==> src/rtl/complex_pkg.sv <==
// Shared types and arithmetic for the complex accumulator: FSM state encoding,
// default widths and the shift-and-saturate step applied to each accumulator.
package complex_pkg;

    typedef enum logic [0:0] {
        ST_IDLE  = 1'b0,
        ST_ACCUM = 1'b1
    } state_e;

    localparam int unsigned IN_W_DEF  = 16;
    localparam int unsigned CNT_W_DEF = 8;
    localparam int unsigned ACC_W_DEF = 24;
    localparam int unsigned OUT_W_DEF = 16;
    localparam int unsigned SHIFT_DEF = 8;

    // Working width of the saturation helper; any ACC_W up to this fits.
    localparam int unsigned SAT_W = 64;

    typedef struct packed {
        logic                    clip;
        logic signed [SAT_W-1:0] val;
    } sat_res_t;

    function automatic sat_res_t shift_sat(
        input logic signed [SAT_W-1:0] acc,
        input int unsigned             shift,
        input int unsigned             out_w
    );
        logic signed [SAT_W-1:0] v;
        logic signed [SAT_W-1:0] max_v;
        logic signed [SAT_W-1:0] min_v;
        sat_res_t                r;
        v     = acc >>> shift;
        max_v = (64'sd1 <<< (out_w - 32'd1)) - 64'sd1;
        min_v = -max_v - 64'sd1;
        if (v > max_v) begin
            r.clip = 1'b1;
            r.val  = max_v;
        end else if (v < min_v) begin
            r.clip = 1'b1;
            r.val  = min_v;
        end else begin
            r.clip = 1'b0;
            r.val  = v;
        end
        return r;
    endfunction

endpackage

==> src/rtl/complex_sat.sv <==
// Combinational scale-and-clip of one accumulator component down to the
// result width, with a flag when the value had to be clipped.
module complex_sat
    import complex_pkg::*;
#(
    parameter int unsigned ACC_W = ACC_W_DEF,
    parameter int unsigned OUT_W = OUT_W_DEF,
    parameter int unsigned SHIFT = SHIFT_DEF
) (
    input  logic [ACC_W-1:0] acc_i,
    output logic [OUT_W-1:0] res_o,
    output logic             clip_o
);

    logic signed [SAT_W-1:0]   acc_ext_s;
    sat_res_t                  res_s;
    logic [SAT_W-OUT_W-1:0]    val_unused_s;

    // Sign-extend into the helper's working width, then scale and clip.
    always_comb begin
        acc_ext_s    = {{(SAT_W-ACC_W){acc_i[ACC_W-1]}}, acc_i};
        res_s        = shift_sat(acc_ext_s, SHIFT, OUT_W);
        res_o        = res_s.val[OUT_W-1:0];
        val_unused_s = res_s.val[SAT_W-1:OUT_W];
        clip_o       = res_s.clip;
    end

endmodule

==> src/rtl/complex_accum.sv <==
// Frame accumulator for complex products: sums LEN samples into wide
// accumulators and emits one scaled, saturated complex result per frame.
module complex_accum
    import complex_pkg::*;
#(
    parameter int unsigned IN_W  = IN_W_DEF,
    parameter int unsigned CNT_W = CNT_W_DEF,
    parameter int unsigned ACC_W = ACC_W_DEF,
    parameter int unsigned OUT_W = OUT_W_DEF,
    parameter int unsigned SHIFT = SHIFT_DEF
) (
    input  logic             clk,
    input  logic             rst_n,
    input  logic             start,
    input  logic [CNT_W-1:0] len,
    input  logic             in_valid,
    input  logic [IN_W-1:0]  in_real,
    input  logic [IN_W-1:0]  in_imag,
    output logic             busy,
    output logic             out_valid,
    output logic [OUT_W-1:0] out_real,
    output logic [OUT_W-1:0] out_imag,
    output logic             sat
);

    if (ACC_W < IN_W + CNT_W) begin : g_chk_acc_w
        $error("complex_accum: ACC_W must be at least IN_W+CNT_W");
    end
    if ((OUT_W > ACC_W) || (SHIFT + OUT_W > ACC_W) || (ACC_W > SAT_W)) begin : g_chk_shift
        $error("complex_accum: SHIFT/OUT_W/ACC_W combination out of range");
    end

    localparam logic [CNT_W-1:0] CNT_ONE = {{(CNT_W-1){1'b0}}, 1'b1};

    state_e           state_q;
    logic [ACC_W-1:0] acc_r_q;
    logic [ACC_W-1:0] acc_i_q;
    logic [ACC_W-1:0] acc_r_d;
    logic [ACC_W-1:0] acc_i_d;
    logic [CNT_W-1:0] cnt_q;
    logic [CNT_W-1:0] len_q;
    logic             last_s;
    logic             out_valid_q;
    logic [OUT_W-1:0] out_real_q;
    logic [OUT_W-1:0] out_imag_q;
    logic             sat_q;
    logic [OUT_W-1:0] res_r_s;
    logic [OUT_W-1:0] res_i_s;
    logic             clip_r_s;
    logic             clip_i_s;

    // Candidate sums and last-sample detect; the saturators see the sum that
    // includes the current sample so the result is ready one cycle later.
    always_comb begin
        acc_r_d = acc_r_q + {{(ACC_W-IN_W){in_real[IN_W-1]}}, in_real};
        acc_i_d = acc_i_q + {{(ACC_W-IN_W){in_imag[IN_W-1]}}, in_imag};
        if ((state_q == ST_ACCUM) && in_valid && (cnt_q == (len_q - CNT_ONE))) begin
            last_s = 1'b1;
        end else begin
            last_s = 1'b0;
        end
    end

    complex_sat #(
        .ACC_W (ACC_W),
        .OUT_W (OUT_W),
        .SHIFT (SHIFT)
    ) u_sat_real (
        .acc_i  (acc_r_d),
        .res_o  (res_r_s),
        .clip_o (clip_r_s)
    );

    complex_sat #(
        .ACC_W (ACC_W),
        .OUT_W (OUT_W),
        .SHIFT (SHIFT)
    ) u_sat_imag (
        .acc_i  (acc_i_d),
        .res_o  (res_i_s),
        .clip_o (clip_i_s)
    );

    // Control FSM, sample counter, accumulators and the result register.
    always_ff @(posedge clk) begin
        if (!rst_n) begin
            state_q     <= ST_IDLE;
            acc_r_q     <= {ACC_W{1'b0}};
            acc_i_q     <= {ACC_W{1'b0}};
            cnt_q       <= {CNT_W{1'b0}};
            len_q       <= {CNT_W{1'b0}};
            out_valid_q <= 1'b0;
            out_real_q  <= {OUT_W{1'b0}};
            out_imag_q  <= {OUT_W{1'b0}};
            sat_q       <= 1'b0;
        end else begin
            out_valid_q <= 1'b0;
            case (state_q)
                ST_IDLE: begin
                    if (start && (len != {CNT_W{1'b0}})) begin
                        state_q <= ST_ACCUM;
                        len_q   <= len;
                        acc_r_q <= {ACC_W{1'b0}};
                        acc_i_q <= {ACC_W{1'b0}};
                        cnt_q   <= {CNT_W{1'b0}};
                    end
                end
                ST_ACCUM: begin
                    if (in_valid) begin
                        acc_r_q <= acc_r_d;
                        acc_i_q <= acc_i_d;
                        cnt_q   <= cnt_q + CNT_ONE;
                    end
                    if (last_s) begin
                        state_q     <= ST_IDLE;
                        out_valid_q <= 1'b1;
                        out_real_q  <= res_r_s;
                        out_imag_q  <= res_i_s;
                        sat_q       <= clip_r_s | clip_i_s;
                    end
                end
                default: begin
                    state_q <= ST_IDLE;
                end
            endcase
        end
    end

    assign busy      = (state_q == ST_ACCUM);
    assign out_valid = out_valid_q;
    assign out_real  = out_real_q;
    assign out_imag  = out_imag_q;
    assign sat       = sat_q;

endmodule

==> config.mk <==
export PLATFORM = sky130hd
export DESIGN_NAME = complex_accum
export DESIGN_NICKNAME = d
export VERILOG_FILES = /design/src/rtl/complex_pkg.sv /design/src/rtl/complex_sat.sv /design/src/rtl/complex_accum.sv
export SDC_FILE = /design/constraint.sdc
export NUM_CORES = 1
export LEC_CHECK = 0
export ABC_AREA = 1
export CAP_MARGIN = 20
export CORE_ASPECT_RATIO = 1.1
export CORE_UTILIZATION = 60
export CTS_CLUSTER_DIAMETER = 60
export DETAILED_ROUTE_END_ITERATION = 8
export PLACE_DENSITY = 0.91
export SLEW_MARGIN = 40
export SYNTH_ARGS = -nofsm -noshare
export SYNTH_HDL_FRONTEND = slang
export SYNTH_HIERARCHICAL = 1
export SYNTH_SLANG_ARGS = --single-unit
==> constraint.sdc <==
create_clock -name clk -period 5.45 [get_ports clk]
set_input_delay 1.09 -clock clk [delete_from_list [all_inputs] [get_ports clk]]
set_output_delay 1.09 -clock clk [all_outputs]
set_load 0.005 [all_outputs]
# ---- Word level (Yosys, flattened, before mapping)
# Index checks and enable logic that the tools add are counted.
# W data, S select, Z words.
dict set report classes {
  n_addsub 4
  order_cmp 4
  bitwise 2
  n_reduce_logical 8
  mux 17
  eq_ne 3
}
# cell count
set ops {}
lappend ops {{$mux W65} 4}
lappend ops {{$pmux W24 S2} 2}
lappend ops {{$mux W24} 3}
lappend ops {{$add A24 B24 Y24} 2}
lappend ops {{$gt A16 B16 Y1 const B} 2}
lappend ops {{$lt A16 B16 Y1 const B} 2}
lappend ops {{$mux W8} 2}
lappend ops {{$pmux W8 S2} 1}
lappend ops {{$add A8 B1 Y8 const B} 1}
lappend ops {{$eq A8 B8 Y1} 1}
lappend ops {{$reduce_and A2 Y1} 4}
lappend ops {{$reduce_bool A8 Y1} 1}
lappend ops {{$sub A8 B1 Y8 const B} 1}
lappend ops {{$mux W1} 4}
lappend ops {{$ne A2 B2 Y1 const B} 2}
lappend ops {{$logic_and A1 B1 Y1} 3}
lappend ops {{$pmux W1 S2} 1}
lappend ops {{$not A1 Y1} 1}
lappend ops {{$or A1 B1 Y1} 1}
dict set report totals {
  regBits 99
  wordCells 47
  in_bits 44
  output_inout_bits 35
}

# ---- Logic depth before layout (Yosys ltp)
dict set report depth {
  ltp_word 6
  mapped_depth 16
  ltp_nobuf 15
}

# ---- Modules after synthesis
# Netlist, hierarchy kept.
# mod cells_each area_per_inst_um2 n_inst seq_area_each_um2
set by_module_without_submodules {}
lappend by_module_without_submodules {complex_accum 1277 7627.3 1 1981.9}
lappend by_module_without_submodules {complex_sat 18 71.3 2 0.0}

# ---- Least setup slack after synthesis
# No wires, ideal clock.
dict set report synth_timing {
  path_type {in2reg}
  startpoint {in in_real[0]}
  endpoint {reg out_real_q[8], in the netlist out_real[8]}
  required_time_ps 5337
  t_arrival_ps 2748
  path_buffers 1
  path_slack_ps 2590
  setup_time_ps 113
  cell_stages 16
  path_cell_list {ha_1 -> inv_1 -> fa_1 -> inv_1 -> nand3_1 -> nand3_1 -> nand2_1 -> nand2_1 -> nand3_1 -> nand2_1 -> nand2_1 -> and2_1 -> clkbuf_1 -> nand3b_1 -> nand2_1 -> nor2_1}
}
dict set report synth_between {
  elab_chain_len 4
  word_cells_on_any_way 5
  cone_classes {add/sub (1); order compare (2); mux (2)}
}
# item line
set synth_lines {}
lappend synth_lines {{start, declared} complex_accum.sv:17} ;# input logic [IN_W-1:0] in_real,
lappend synth_lines {{$add A24 B24 Y24 *} complex_accum.sv:55} ;# acc_r_d = acc_r_q + {{(ACC_W-IN_W){in_real[IN_W-1]}}, in_real};
lappend synth_lines {{net acc_r_d[16]} complex_accum.sv:38} ;# logic [ACC_W-1:0] acc_r_d;
lappend synth_lines {{$lt A16 B16 Y1} complex_pkg.sv:39} ;# end else if (v < min_v) begin
lappend synth_lines {{$mux W65} complex_pkg.sv:39}
lappend synth_lines {{$mux W65 *} complex_pkg.sv:36} ;# if (v > max_v) begin
lappend synth_lines {{net res_r_s[8]} complex_accum.sv:47} ;# logic [OUT_W-1:0] res_r_s;
lappend synth_lines {{end signal, assigned} complex_accum.sv:93} ;# out_real_q <= {OUT_W{1'b0}};
lappend synth_lines {{end signal, assigned} complex_accum.sv:117} ;# out_real_q <= res_r_s;
lappend synth_lines {{end, declared} complex_accum.sv:44} ;# logic [OUT_W-1:0] out_real_q;
# Mark *: on every way through the listed nets, which the timed path passes. The rest lies on a longest branch.
# A chain may end at the register's enable or synchronous reset.

# ---- Worst setup path in the final report
dict set report layout_timing {
  startpoint {in in_imag[0]}
  endpoint {reg out_imag_q[8], in the netlist out_imag[8]}
}
dict set report layout_between {
  elab_chain_len 4
  word_cells_on_any_way 5
  cone_classes {add/sub (1); order compare (2); mux (2)}
}
# item line
set layout_lines {}
lappend layout_lines {{start, declared} complex_accum.sv:18} ;# input logic [IN_W-1:0] in_imag,
lappend layout_lines {{$add A24 B24 Y24 *} complex_accum.sv:56} ;# acc_i_d = acc_i_q + {{(ACC_W-IN_W){in_imag[IN_W-1]}}, in_imag};
lappend layout_lines {{net acc_i_d[16]} complex_accum.sv:39} ;# logic [ACC_W-1:0] acc_i_d;
lappend layout_lines {{$lt A16 B16 Y1} complex_pkg.sv:39}
lappend layout_lines {{$mux W65} complex_pkg.sv:39}
lappend layout_lines {{$mux W65 *} complex_pkg.sv:36}
lappend layout_lines {{end signal, assigned} complex_accum.sv:94} ;# out_imag_q <= {OUT_W{1'b0}};
lappend layout_lines {{end signal, assigned} complex_accum.sv:118} ;# out_imag_q <= res_i_s;
lappend layout_lines {{end, declared} complex_accum.sv:45} ;# logic [OUT_W-1:0] out_imag_q;
# Marks and branches as above.

==> metrics.csv <==
metric,value,unit
cell family contributing the most delay on the critical path,simple AND/OR/NAND/NOR gates,
HP Class,flop to flop,
critical path startpoint,in_imag[0],
Yosys top cell area share,25.5,%
PD cells,209,nW/um^2
leak pwr,4.30,nW
maximum capacitance violations,0,
slowest cell delay on critical path,0.46,ns
"count leader, synth",nand2_1,
core box area,12600,um^2
WP buf/inv,3,
Peak VDD IR,0.213,mV
met2 Track Usage GR,53.3,%
"Top cell by count, worst path",nand2_1,
Max-slew headroom,56.3,%
setup violators final,0,
"Power, Total",1.84,mW
clk root buf,clkbuf_16,
reg2reg start,len_q[0],
ANT cells,0,
clk sink count,99,
number of synthesized register bits,99,
hold buffers post-CTS,0,
Synth Net Count,1407,
CTS tree,done,
Worst setup EP type,flop,
total I/O pin count,79,
via density per instance,5.39,
Clock Latency Late Sink,0.36,ns
P&R area growth vs syn,13.5,%
routed len/inst,13.3,um
Synth Flop Type,dfxtp_1,
global-route wire length before repair,33200,um
CP arrival,3.51,ns
Fill cells,1102,
register area share after synthesis,25.5,%
largest net degree at the start of global routing,57,
Post-synth ARST share,0,%
Die Width,111,um
Mapped Avg Cell Area,5.92,um^2
GR Overflow Total,0,
GRT met1 Usage,37.1,%
GPL Wtd Cong,0.940,
Setup TNS,0,ns
synthesized area,7770,um^2
GRT Total Usage,30.3,%
worst-path cell chain,clkdlybuf4s50_1 > ha_1 > inv_1 > fa_1 > inv_1 > nand3_1 > nand3_1 > nand3_1 > nand2_1 > nand2_1 > nand2_1 > nand2_1 > and2_1 > nand3b_1 > nand2_1 > nor2_1,
most frequent cells after synthesis,"404 x nand2_1, 179 x inv_1, 142 x nor2_1",
Via Count,8087,
antenna violations before repair,0,
end point of the critical path,out_imag[8],
"Distinct cells, synth",31,
busiest layer in global routing,met2,
CP Data Required Time,5.70,ns
post-CTS setup buffer count,0,
DRC violations left,0,
DRT antenna net count,0,
Starting Density,61.5,%
H-tree levels,3,
HPWL Detailed,14500,um
Die ar.,13400,um^2
post-CTS sizing,0,
I/O Buffers,78,
Fmax achieved,307,MHz
RSZ-0062 raised after global routing,no,
CP Launch Type,input port,
Post-Syn Instances,1313,
Synth warnings,6,
final hold violations,0,
Max Clock Skew,0.0121,ns
Worst-path clk slew,0.06,ns
Tcrit/Tclk final,59.9,%
vias in the first global route,7460,
max-slew violation count,0,
TritonCTS buffer count,9,
Die Ht,121,um
Synth area leader,dfxtp_1,
DR iter-0 viols,622,
critical path depth,16,
Area contributors post-synth,"dfxtp_1 26%, nand2_1 20%, nand3_1 8.8%",
clock period minus final worst setup slack,3.26,ns
Worst R2R End,out_imag[11],
R2R setup slack,2.95,ns
slowest cell on the critical path,clkdlybuf4s50_1,
met3 usage,4.25,%
cells on worst reg2reg path,15,
Final nets,1432,
DR pass1 iterations,8,
Max Root-Sink Buffers,2,
number of synthesized flops with an enable pin,0,
status,completed,
crit path kind,input port to flop,
row count,43,
critical path peak fanout,4,
slew at the pin closest to its max-slew limit,0.656,ns
fraction of layout instances using a drive strength above 1,2.91,%
final WL,20000,um
cell type report:
| type | count | area (um^2) | share of cell area [%] |
|---|---|---|---|
| inverters | 183 | 688 | 7.80 |
| multi-input cells | 959 | 4800 | 54.4 |
| flip-flops and latches | 99 | 1980 | 22.5 |
| clock buffers | 11 | 243 | 2.75 |
| well taps | 157 | 196 | 2.23 |
| clock inverters | 4 | 51.3 | 0.582 |
| repair buffers | 86 | 856 | 9.71 |
per-layer routing:
layer	wire (um)	up-vias
met2	9700	262
met4	402	0
met3	1210	42
met5	0	-
met1	8680	3645
li1	-	4138
layout by cell type, fill, tap and decap left out, types with 2 or more instances in the layout:
cell,instances
and2_1,27
nand3b_1,43
ha_1,48
xor2_1,16
nand2_1,403
o21ai_0,8
inv_1,178
fa_1,2
nor2_1,142
nand3_1,135
clkdlybuf4s50_1,78
nand2_2,3
clkbuf_16,9
conb_1,2
nand4_1,13
nor2_2,3
clkinv_2,2
a21oi_1,89
xnor2_1,8
or2_2,4
dfxtp_1,99
buf_4,6
nor3_1,6
nor2_4,2
buf_8,2
inv_2,3
registers in the layout, indices dropped and copies added (netlist names):
name	count
acc_i_q	24
acc_r_q	24
busy	1
cnt_q	8
len_q	8
out_imag	16
out_real	16
out_valid	1
sat	1
through the flow:
step	setup WS [ns]	hold slack, ns	instance area, um^2	util, %	std cells
after CTS	2.23	0.475	8790	69.5	1497
after global routing	2.03	0.488	8820	69.7	1499
after floorplan	2.59	0.457	7770	-	1313
final	2.19	0.467	8820	69.7	1499
after global placement	1.87	0.453	8490	67.1	1482
after detailed placement	1.87	0.458	8490	67.2	1482
worst register-to-register path: cells and delay by family, from the launching register on:
kind                       cells  cell delay, ns
and+or+nand+nor               11            1.24
buffers and inverters          3            0.57
DFF                            1            0.34
adders and majority gates      1            0.28
worst min-delay path by stage:
stage,slack (ns),from,endpoint,depth (start not counted)
2_1_floorplan,0.46,len_q[6],len_q[6],2
3_3_place_gp,0.45,sat,sat,2
3_5_place_dp,0.46,sat,sat,2
4_1_cts,0.48,sat,sat,2
5_1_grt,0.49,sat,sat,2
6_report,0.47,sat,sat,2
cells by family after synthesis:
family          after synthesis  synth area share (%)
xor+xnor                     24                  2.71
buf+inv                     255                  12.9
simple gates                784                  44.1
fa+ha+maj                    50                  8.24
compound gates               99                  6.46
flops                        99                  25.5
other cells                   2                0.0967
report_power, final:
part	leakage [nW]	internal (mW)	switching, mW
combinational	3.36	0.164	0.270
clock	0.142	0.366	0.285
sequential	0.802	0.744	0.0150
total	4.30	1.27	0.570
No activity file was read; power rests on OpenSTA's default activity.
==> variant (config.mk and constraints unchanged) <==
Change the package constant `ACC_W_DEF` from 24 to 36.
--- a/src/rtl/complex_pkg.sv
+++ b/src/rtl/complex_pkg.sv
@@ -9,7 +9,7 @@
 
     localparam int unsigned IN_W_DEF  = 16;
     localparam int unsigned CNT_W_DEF = 8;
-    localparam int unsigned ACC_W_DEF = 24;
+    localparam int unsigned ACC_W_DEF = 36;
     localparam int unsigned OUT_W_DEF = 16;
     localparam int unsigned SHIFT_DEF = 8;
 
Formal check against the unedited RTL: no difference found for any inputs over 4 cycles, from zero or initial values and one cycle with rst_n low; that may be too few to reach the edited logic, so the function may still have changed.
==> variant against the original RTL <==
  * Area after synthesis rose by 37%
  * Critical path depth grew 3
  * Hold slack better by 0.00059 ns
  * Wire length rose by 52%
  * Final area rose by 38%
  * Power up 53%
  * Sequential cell count rose by 24
  * Worst setup slack got worse by 1.1 ns
  * Largest power group is now the clock network
==> variant: results (changes against the original RTL) <==
Global routing
  • Largest net degree at the start of global routing: 59 (+3.5%)
  • Met2 GRT Util: 0.616 (+0.0828)
  • Overall routing resource usage: 0.346 (+0.0429)
  • Vias in the first global route: 10,800 (+45%)
  • Global-route wire length before repair: 49.7 mm (+50%)

Status
  • Status: completed

Yosys
  • Sequential area share after synthesis: 0.232 (-0.0235)
  • Synthesized Nets: 1,894 (+35%)
  • Cells after Synth: 1,776 (+35%)
  • Yosys cell types: 39 (+26%)
  • Synth cell count leaders: nand2_1, inv_1, a21oi_1

Pwr
  • Peak supply drop: 0.000229 V (+7.2%)

Worst setup path
  • Crit path to: sat$_SDFFE_PN0P_
  • R2r worst-path depth: 23 (+8)
  • Critical path arrival: 4.71 ns (+1.20 ns)
  • Worst r2r src: acc_r_q[0]$_SDFFE_PN0P_

Final layout
  • Regs by FF count: acc_i_q (36), acc_r_q (36)
  • Layout net count: 1,955 (+37%)

Clocking
  • H-tree depth: 4 (+1)
  • Total CTS buffers: 17 (+8)

Timing
  • Hold slack: 0.467 ns (+0.000592 ns)
  • Max-slew headroom: 0.524 (-0.0384)

Worst hold path
  • Worst Min Path Start: acc_r_q[2]$_SDFFE_PN0P_

Place
  • DP Area: 0.0115 sq mm (+35%)
  • DP HPWL: 23.3 mm (+61%)

Detailed routing
  • Initial drt markers: 892 (+43%)
  • Vias: 11,200 (+38%)
==> variant: kinds of logic (layout without fill, tap and decap cells) <==
| group | count (synthesis) | count (layout) | synth area share |
|---|---|---|---|
| and+or+nand+nor | 1057 | 1057 | 0.433 |
| buffers and inverters | 266 | 339 | 0.106 |
| AOI/OAI and AO/OA | 207 | 207 | 0.101 |
| DFF | 123 | 123 | 0.232 |
| adders and majority gates | 74 | 74 | 0.0885 |
| xor gates and xnor gates | 49 | 49 | 0.0404 |
==> variant: power breakdown <==
group / internal [mW] / total, mW / switching [mW]
Combinational: 0.241 / 0.684 / 0.443
Clock: 0.739 / 1.18 / 0.442
Sequential: 0.928 / 0.946 / 0.0187
==> variant: metal layers <==
| layer | up-vias | routed length [microns] |
|---|---|---|
| li1 | 5715 | - |
| met1 | 5002 | 12800 |
| met2 | 369 | 14800 |
| met3 | 92 | 1600 |
| met4 | 2 | 1210 |
| met5 | - | 12 |
==> variant: area by class of cell <==
class / instances / area, sq um
sequential: 123 / 2460
timing repair buffer: 87 / 888
multi-input combinational: 1387 / 7050
clock inverter: 11 / 144
clock buffer: 20 / 457
inverter: 221 / 840
fill: 1584 / 5070
tap: 234 / 293
==> variant: worst max-delay path: stages <==
cell and delay [ns]:
clkdlybuf4s50_1 0.87, buf_4 0.30, ha_1 0.31, inv_1 0.10, o21ai_0 0.16, a21oi_1 0.21
nand2_1 0.07, a21oi_1 0.27, nand2_1 0.10, nand2_1 0.08, and2_1 0.15, nand2_1 0.07
nor2_2 0.12, nand3_2 0.09, nand2_4 0.19, nand2_1 0.09, or2_2 0.27, nor2_1 0.12
nor2_1 0.05
